$ cat src/rtl/rr_arb_pkg.sv
// rtl/rr_arb_pkg.sv - shared types, defaults and helpers for the slice arbiter
package rr_arb_pkg;

    localparam int DEF_N     = 4;
    localparam int DEF_CNT_W = 4;
    localparam int MAX_N     = 16;

    typedef enum logic {
        IDLE  = 1'b0,
        GRANT = 1'b1
    } state_t;

    function automatic logic [MAX_N-1:0] onehot(input logic [3:0] idx);
        onehot = MAX_N'(1) << idx;
    endfunction

endpackage

$ cat src/rtl/rr_pick.sv
// rtl/rr_pick.sv - combinational round-robin picker, search starts at ptr
module rr_pick #(
    parameter int N    = 4,
    parameter int ID_W = $clog2(N)
) (
    input  logic [N-1:0]    req,
    input  logic [ID_W-1:0] ptr,
    output logic            found,
    output logic [ID_W-1:0] winner
);

    localparam logic [ID_W:0] N_EXT = (ID_W+1)'(N);

    logic [N-1:0]    rot;
    logic [ID_W-1:0] offs;
    logic [ID_W:0]   sum;

    // Rotating the doubled vector puts requester ptr at bit 0.
    always_comb begin
        rot  = N'({req, req} >> ptr);
        offs = '0;
        for (int i = N - 1; i >= 0; i--) begin
            if (rot[i]) begin
                offs = ID_W'(i);
            end
        end
    end

    assign found  = |req;
    assign sum    = {1'b0, ptr} + {1'b0, offs};
    assign winner = (sum >= N_EXT) ? ID_W'(sum - N_EXT) : sum[ID_W-1:0];

endmodule

$ cat src/rtl/rr_slice_arbiter.sv
// rtl/rr_slice_arbiter.sv - round-robin arbiter holding each grant for a quantum
module rr_slice_arbiter
    import rr_arb_pkg::*;
#(
    parameter int N     = DEF_N,
    parameter int CNT_W = DEF_CNT_W,
    parameter int ID_W  = $clog2(N)
) (
    input  logic             clk,
    input  logic             rst_n,
    input  logic [N-1:0]     req,
    input  logic [CNT_W-1:0] quantum,
    output logic [N-1:0]     gnt,
    output logic [ID_W-1:0]  gnt_id,
    output logic             busy,
    output logic             slice_exp
);

    localparam logic [ID_W:0] N_EXT = (ID_W+1)'(N);

    state_t           state;
    logic [CNT_W-1:0] slice_cnt;
    logic [ID_W-1:0]  ptr;

    logic             found;
    logic [ID_W-1:0]  winner;
    logic [ID_W:0]    w_inc;
    logic [ID_W-1:0]  next_ptr;
    logic [CNT_W-1:0] q_eff;
    logic             owner_req;
    logic             rel;
    logic             expire;

    rr_pick #(
        .N    (N),
        .ID_W (ID_W)
    ) u_pick (
        .req    (req),
        .ptr    (ptr),
        .found  (found),
        .winner (winner)
    );

    assign w_inc     = {1'b0, winner} + 1'b1;
    assign next_ptr  = (w_inc == N_EXT) ? '0 : w_inc[ID_W-1:0];
    assign q_eff     = (quantum == '0) ? CNT_W'(1) : quantum;
    assign owner_req = req[gnt_id];
    assign rel       = !owner_req;
    assign expire    = (slice_cnt == CNT_W'(1)) && owner_req;

    always_ff @(posedge clk or negedge rst_n) begin
        if (!rst_n) begin
            state     <= IDLE;
            gnt       <= '0;
            gnt_id    <= '0;
            busy      <= 1'b0;
            slice_exp <= 1'b0;
            slice_cnt <= '0;
            ptr       <= '0;
        end else begin
            slice_exp <= 1'b0;
            case (state)
                IDLE: begin
                    if (found) begin
                        state     <= GRANT;
                        gnt       <= N'(onehot(4'(winner)));
                        gnt_id    <= winner;
                        busy      <= 1'b1;
                        slice_cnt <= q_eff;
                        ptr       <= next_ptr;
                    end
                end
                GRANT: begin
                    if (!rel && !expire) begin
                        slice_cnt <= slice_cnt - 1'b1;
                    end else begin
                        slice_exp <= expire;
                        // ptr already points past the owner, so it is searched last.
                        if (found) begin
                            gnt       <= N'(onehot(4'(winner)));
                            gnt_id    <= winner;
                            slice_cnt <= q_eff;
                            ptr       <= next_ptr;
                        end else begin
                            state     <= IDLE;
                            gnt       <= '0;
                            gnt_id    <= '0;
                            busy      <= 1'b0;
                            slice_cnt <= '0;
                        end
                    end
                end
                default: state <= IDLE;
            endcase
        end
    end

endmodule

$ cat config.mk
export PLATFORM = sky130hd
export DESIGN_NAME = rr_slice_arbiter
export DESIGN_NICKNAME = d
export VERILOG_FILES = /design/src/rtl/rr_arb_pkg.sv /design/src/rtl/rr_pick.sv /design/src/rtl/rr_slice_arbiter.sv
export SDC_FILE = /design/constraint.sdc
export NUM_CORES = 1
export LEC_CHECK = 0
export CORE_MARGIN = 5
export CORE_UTILIZATION = 55
export CTS_BUF_LIST = sky130_fd_sc_hd__clkbuf_16
export CTS_CLUSTER_SIZE = 16
export DETAILED_ROUTE_END_ITERATION = 6
export GPL_TIMING_DRIVEN = 1
export PLACE_DENSITY = 0.83
export RECOVER_POWER = 25
export SYNTH_ARGS = -nofsm -noshare
export SYNTH_HDL_FRONTEND = slang
export SYNTH_SLANG_ARGS = --single-unit
$ cat constraint.sdc
create_clock -name clk -period 4.54 [get_ports clk]
set_input_delay 0.454 -clock clk [delete_from_list [all_inputs] [get_ports clk]]
set_output_delay 0.454 -clock clk [all_outputs]
set_load 0.02 [all_outputs]
---- After elaboration in Yosys (flattened, before gate mapping) ----
Cells that the tools add are included.
storage, ports and cells
  ROM bits ................................ 0
  flip-flop bits (word level) ............. 15
  word-level logic and storage cells ...... 61
  memories kept ........................... 0
  latch bits .............................. 0
  memory bits (writable) .................. 0
  input port bits ......................... 10
  output and inout bits ................... 8
operators by class
  div/mod/pow operators ................... 0
  multiplexer cells ....................... 33
  bitwise logic cells ..................... 1
  shifts and indexed selects .............. 2
  $mul .................................... 0
  add/subtract/negate cells ............... 4
  order comparisons ....................... 2
  reductions and logical operators ........ 7
  eq/ne operators ......................... 5
operators with widths
  cell                   number
  $mux W4                7
  $mux W2                11
  $pmux W4 S2            2
  $mux W1                8
  $pmux W2 S2            2
  $shr A8 B2 Y4          1
  $ne A2 B2 Y1 const B   3
  $eq A4 B1 Y1 const B   1
  $logic_not A4 Y1       1
  $pmux W1 S2            2
  $reduce_or A4 Y1       1
  $shl A1 B2 Y4 const A  1
  $sub A4 B1 Y4 const B  1
  $add A2 B1 Y3 const B  1
  $add A2 B2 Y3          1
  $eq A3 B3 Y1 const B   1
  $ge A3 B3 Y1 const B   1
  $lt A2 B3 Y1 const B   1
  $reduce_and A3 Y1      1
  $bmux W1 S2            1
  $logic_and A1 B1 Y1    2
  $reduce_and A2 Y1      1
  $sub A2 B1 Y2 const B  1
  $logic_not A1 Y1       1
  $not A1 Y1             1

---- Depth between registers and ports, before layout ----
  word-level depth ........................ 14
  mapped depth ............................ 11
  depth with buffers taken out ............ 10

---- Modules after synthesis ----
A second synthesis with hierarchy kept.
second synthesis, totals
  cells, all modules ...................... 97
  area, all modules ....................... 1006.0 µm²
modules (own cells, without submodules)
  module            times used  seq. area each (µm²)  cells an instance  area an instance (µm²)
  rr_slice_arbiter  1           375.4                 70                 827.0
  rr_pick           1           0.0                   27                 178.9

---- Worst setup path after synthesis ----
No wires, ideal clock.
  kind .................................... in2reg
  start point ............................. in req[2]
  end point ............................... reg gnt[2]
  required time ........................... 4.419 ns
  setup time .............................. 0.121 ns
  setup slack ............................. 2.315 ns
  stages .................................. 11
  arrival time ............................ 2.104 ns
  cells stage by stage .................... buf_6 -> and2b_1 -> a21oi_1 -> o22ai_1 -> o21a_1 -> ha_1 -> xnor2_1 -> and4_1 -> nor2_1 -> ha_1 -> a22o_1
between the ends
  longest elaborated chain between the ends .. 12
  elaborated cells on any way between the ends .. 23
ends and longest elaborated chain
  item                                                  RTL line                RTL
  from (decl)                                           rr_slice_arbiter.sv:11  input logic [N-1:0] req,
  $shr A8 B2 Y4                                         rr_pick.sv:20           rot = N'({req, req} >> ptr);
  $mux W2 (4 in a row)                                  rr_pick.sv:23           if (rot[i]) begin
  $add A2 B2 Y3                                         rr_pick.sv:30           assign sum = {1'b0, ptr} + {1'b0, offs};
  $ge A3 B3 Y1 / $sub A2 B1 Y2 (equally long branches)  rr_pick.sv:31           assign winner = (sum >= N_EXT) ? ID_W'(sum - N_EXT) : sum[ID_W-1:0];
  $mux W2                                               rr_pick.sv:31
  $shl A1 B2 Y4                                         rr_arb_pkg.sv:14        onehot = MAX_N'(1) << idx;
  $mux W4                                               rr_slice_arbiter.sv:79  if (found) begin
  $mux W4                                               rr_slice_arbiter.sv:74  if (!rel && !expire) begin
  $pmux W4 S2                                           rr_slice_arbiter.sv:62  case (state)
  to (signal assigned)                                  rr_slice_arbiter.sv:66  gnt <= N'(onehot(4'(winner)));
  to (signal assigned)                                  rr_slice_arbiter.sv:80  gnt <= N'(onehot(4'(winner)));
  to (decl)                                             rr_slice_arbiter.sv:13  output logic [N-1:0] gnt,
Several ways; a longest one is shown, not always the timed one. The select of a mux whose other input is x is not followed.
A chain may end at the register's enable or synchronous reset.

---- Worst setup path in the final report ----
Ends and elaborated chain as after synthesis.

==> impl_metrics.yaml <==
timing:
  max_slew.worst_pin.slew_ns: 0.687
  timing.clock.skew_ns: 0.00265
  post-route-min-period_ns: 2.71
  relSlewSlack_pct: 54.1
  min_period_over_period_pct: 59.6
  totalNegativeSetupSlack_ns: 0
  worst_hold_slack_ns: 0.507
  finalSetupViolations: 0
  fmax_mhz: 370
  grt_setup_unrepaired: "no"
  drv_slew: 0
  hold_viol: 0
  postLayoutSetupSlackWorst_ns: 1.83
synth:
  synthDominantCellAreaShare_pct: 37.7
  most_area_hungry_cell_type_in_the_yosys_netlist: "dfrtp_1"
  synth.yosys.seq_area_share_pct: 37.7
  synth_common_cells: "dfrtp_1 (15), nand2_1 (10), nor2_1 (8), o21ai_0 (8), inv_1 (7)"
  post-synth-top-count-cell: "dfrtp_1"
  syn-num-nets: 124
  synth_cell_type_count: 35
  synthCells: 108
  synth_top_cells_by_area: "dfrtp_1 (38%), ha_1 (7.5%), o21ai_0 (4.0%)"
  synthesis.area_per_instance_um2: 9.22
  yosys_register_bits: 15
  synth.cell_area_um2: 996
  number_of_synthesized_flops_with_an_enable_pin: 0
  async_reset_ff_share_pct: 100
  ys_dominant_reg_cell: "dfrtp_1"
  synth-warning-count: 0
worst_setup_path:
  critical_path.cell_chain: "clkdlybuf4s50_1, and2b_1, a21oi_1, o22ai_1, o21a_1, ha_1, xnor2_1, and4_1, nor2_1, ha_1, a22o_1"
  timing.setup.critical_path_class: "in2reg"
  max_stage_delay_ns: 0.62
  cp-end-kind: "flip-flop"
  arrival_ns: 2.83
  cell_family_contributing_the_most_delay_on_the_critical_path: "buffers and inverters"
  worst-path-buf-inv: 1
  critical_path_peak_fanout: 9
  cp_common_cell: "ha_1"
  reg2reg_setup_slack_ns: 2.23
  cp.required_ns: 4.67
  start_kind: "input pin"
  slowest_stage: "clkdlybuf4s50_1"
power:
  pwr-share-comb_pct: 52.2
  part_of_the_total_power_dissipated_in_sequential_elements_pct: 28.9
  pwr-share-clk_pct: 18.9
  p_sw_share_pct: 39.6
  power.static_leakage_nw: 0.556
  max-vdd-ir-drop_v: 0.000504
  finalPower_uw: 877
  p_sw_uw: 347
  internal_power_uw: 530
  power.density_cell_area_mw_per_mm2: 706
global_route:
  grt-ovfl-total: 0
  overall_routing_resource_usage_pct: 20.3
  grt_start_max_net_pins: 16
  initial_antenna_violation_count: 0
  grt_first_pass_wirelength_um: 4090
  grt_pass1_vias: 914
die:
  die_area_mm2: 0.00276
  initial_cell_density_of_the_core_pct: 57.7
  io_pins: 18
  dieHeight_um: 52.6
  die_width_um: 52.6
  core-area_mm2: 0.00173
  row_count: 15
cts:
  cts_tree: "yes"
  ctsLongestPathBuffers: 2
  clkLatencyLatePin_ns: 0.24
  postCtsSetupBuffers: 0
  hold_buffers: 0
  root_buffer: "clkbuf_16"
  cts-resized-gates: 0
  cts_max_level: 1
  clock_sinks: 15
  clkSlewWorstSetupHoldPaths_ns: 0.05
  cts_made_buffers: 3
finish:
  layout_area_overhead_pct: 24.7
  final_util_pct: 72.0
  ant_diodes: 0
  proportion_of_layout_cells_with_a_drive_suffix_above_1_pct: 5.65
  finalInstanceArea_mm2: 0.00124
  finalNonFillerCells: 149
  final_nets: 141
  count_of_fill_cells_added_during_filler_insertion: 129
drt:
  route.detailed.drc: 0
  wl_per_cell_um: 15.5
  post_drt_via_cell_ratio: 6.03
  initialDrtViolationCount: 22
  route.vias.total: 898
  drt-pass1-iter-count: 4
  antenna_violating_nets_post_route: 0
  wl_um: 2310
placed_design:
  gp_congestion: 0.877
  placedCellCount: 145
  preCtsSetupSlack_ns: 1.60
  buffer_ports.inserted: 17
  hpwl_dp_um: 1640
  placed_area_mm2: 0.00116
run:
  max_cap_violations: 0
hold_path:
  timing.hold.worst.class: "reg2reg"
outcome:
  status: "finished clean"
## flip-flops by register name (all words and copies together), names as in the netlist
| name | cells |
|---|---|
| state | 1 |
| gnt_id | 2 |
| ptr | 2 |
| busy | 1 |
| slice_exp | 1 |
| slice_cnt | 4 |
| gnt | 4 |
## cell families (layout without fill, tap and decap cells)
logic type	after synthesis	after routing	share of synthesized area (%)
simple gates	37	37	20.1
compound gates	31	31	20.6
flops	15	15	37.7
buf+inv	12	28	6.03
fa+ha+maj	6	6	7.54
mux	4	4	5.40
xor+xnor	3	3	2.64
## final cells by class
| class | count | area [um2] | share of cell area (%) |
|---|---|---|---|
| multi-input combinational | 81 | 561 | 45.1 |
| clock buffer | 3 | 75.1 | 6.04 |
| sequential | 15 | 375 | 30.2 |
| inverter | 7 | 26.3 | 2.11 |
| tap | 25 | 31.3 | 2.52 |
| timing repair buffer | 17 | 170 | 13.7 |
| clock inverter | 1 | 3.75 | 0.302 |
## layout by cell type (no fill, tap or decap), drive strengths merged, types with 3 or more instances in the layout
cell type	synthesis	layout
clkdlybuf4s50	0	16
dfrtp	15	15
nand2	10	10
inv	7	8
o21ai	8	8
nor2	8	8
a21oi	6	6
ha	6	6
a22o	4	4
nor3	3	3
a31oi	3	3
o31ai	3	3
clkbuf	3	3
## power by group through the flow
| stage | clock [mW] | sequential [mW] | combinational (mW) |
|---|---|---|---|
| final | 0.165 | 0.254 | 0.458 |
| after global routing | 0.174 | 0.262 | 0.512 |
| after CTS | 0.168 | 0.253 | 0.461 |
| after global placement | 0 | 0.253 | 0.436 |
| after floorplan | 0 | 0.262 | 0.317 |
| after detailed placement | 0 | 0.254 | 0.449 |
## worst paths after layout
check,start,end,cells past startpoint
hold / removal,busy$_DFFE_PN0P_,busy$_DFFE_PN0P_,1
hold reg to reg,busy$_DFFE_PN0P_,busy$_DFFE_PN0P_,1
setup / recovery,req[2],gnt[2]$_DFFE_PN0P_,11
max in group asynchronous,rst_n,gnt_id[0]$_DFFE_PN0P_,1
setup reg to reg,ptr[1]$_DFFE_PN0P_,gnt[2]$_DFFE_PN0P_,10
min in group asynchronous,rst_n,slice_cnt[2]$_DFFE_PN0P_,1
## worst register-to-register path, cell delays in order, from the launching register on
cell and delay [ns]:
dfrtp_1 0.54, nand2_1 0.09, a21oi_1 0.16, o22ai_1 0.09, o21a_1 0.20, ha_1 0.22
xnor2_1 0.20, and4_1 0.27, nor2_1 0.06, ha_1 0.19, a22o_1 0.21
## routing by layer
metal  part of all wire, %  vias to the layer above  GRT usage (%)
met5                     0                        -              0
met4                   3.3                        0           8.09
met3                   5.3                        9           6.27
met2                    49                       24           34.1
met1                    42                      439           23.8
li1                      -                      426              -
(Power assumes the default switching activity.)
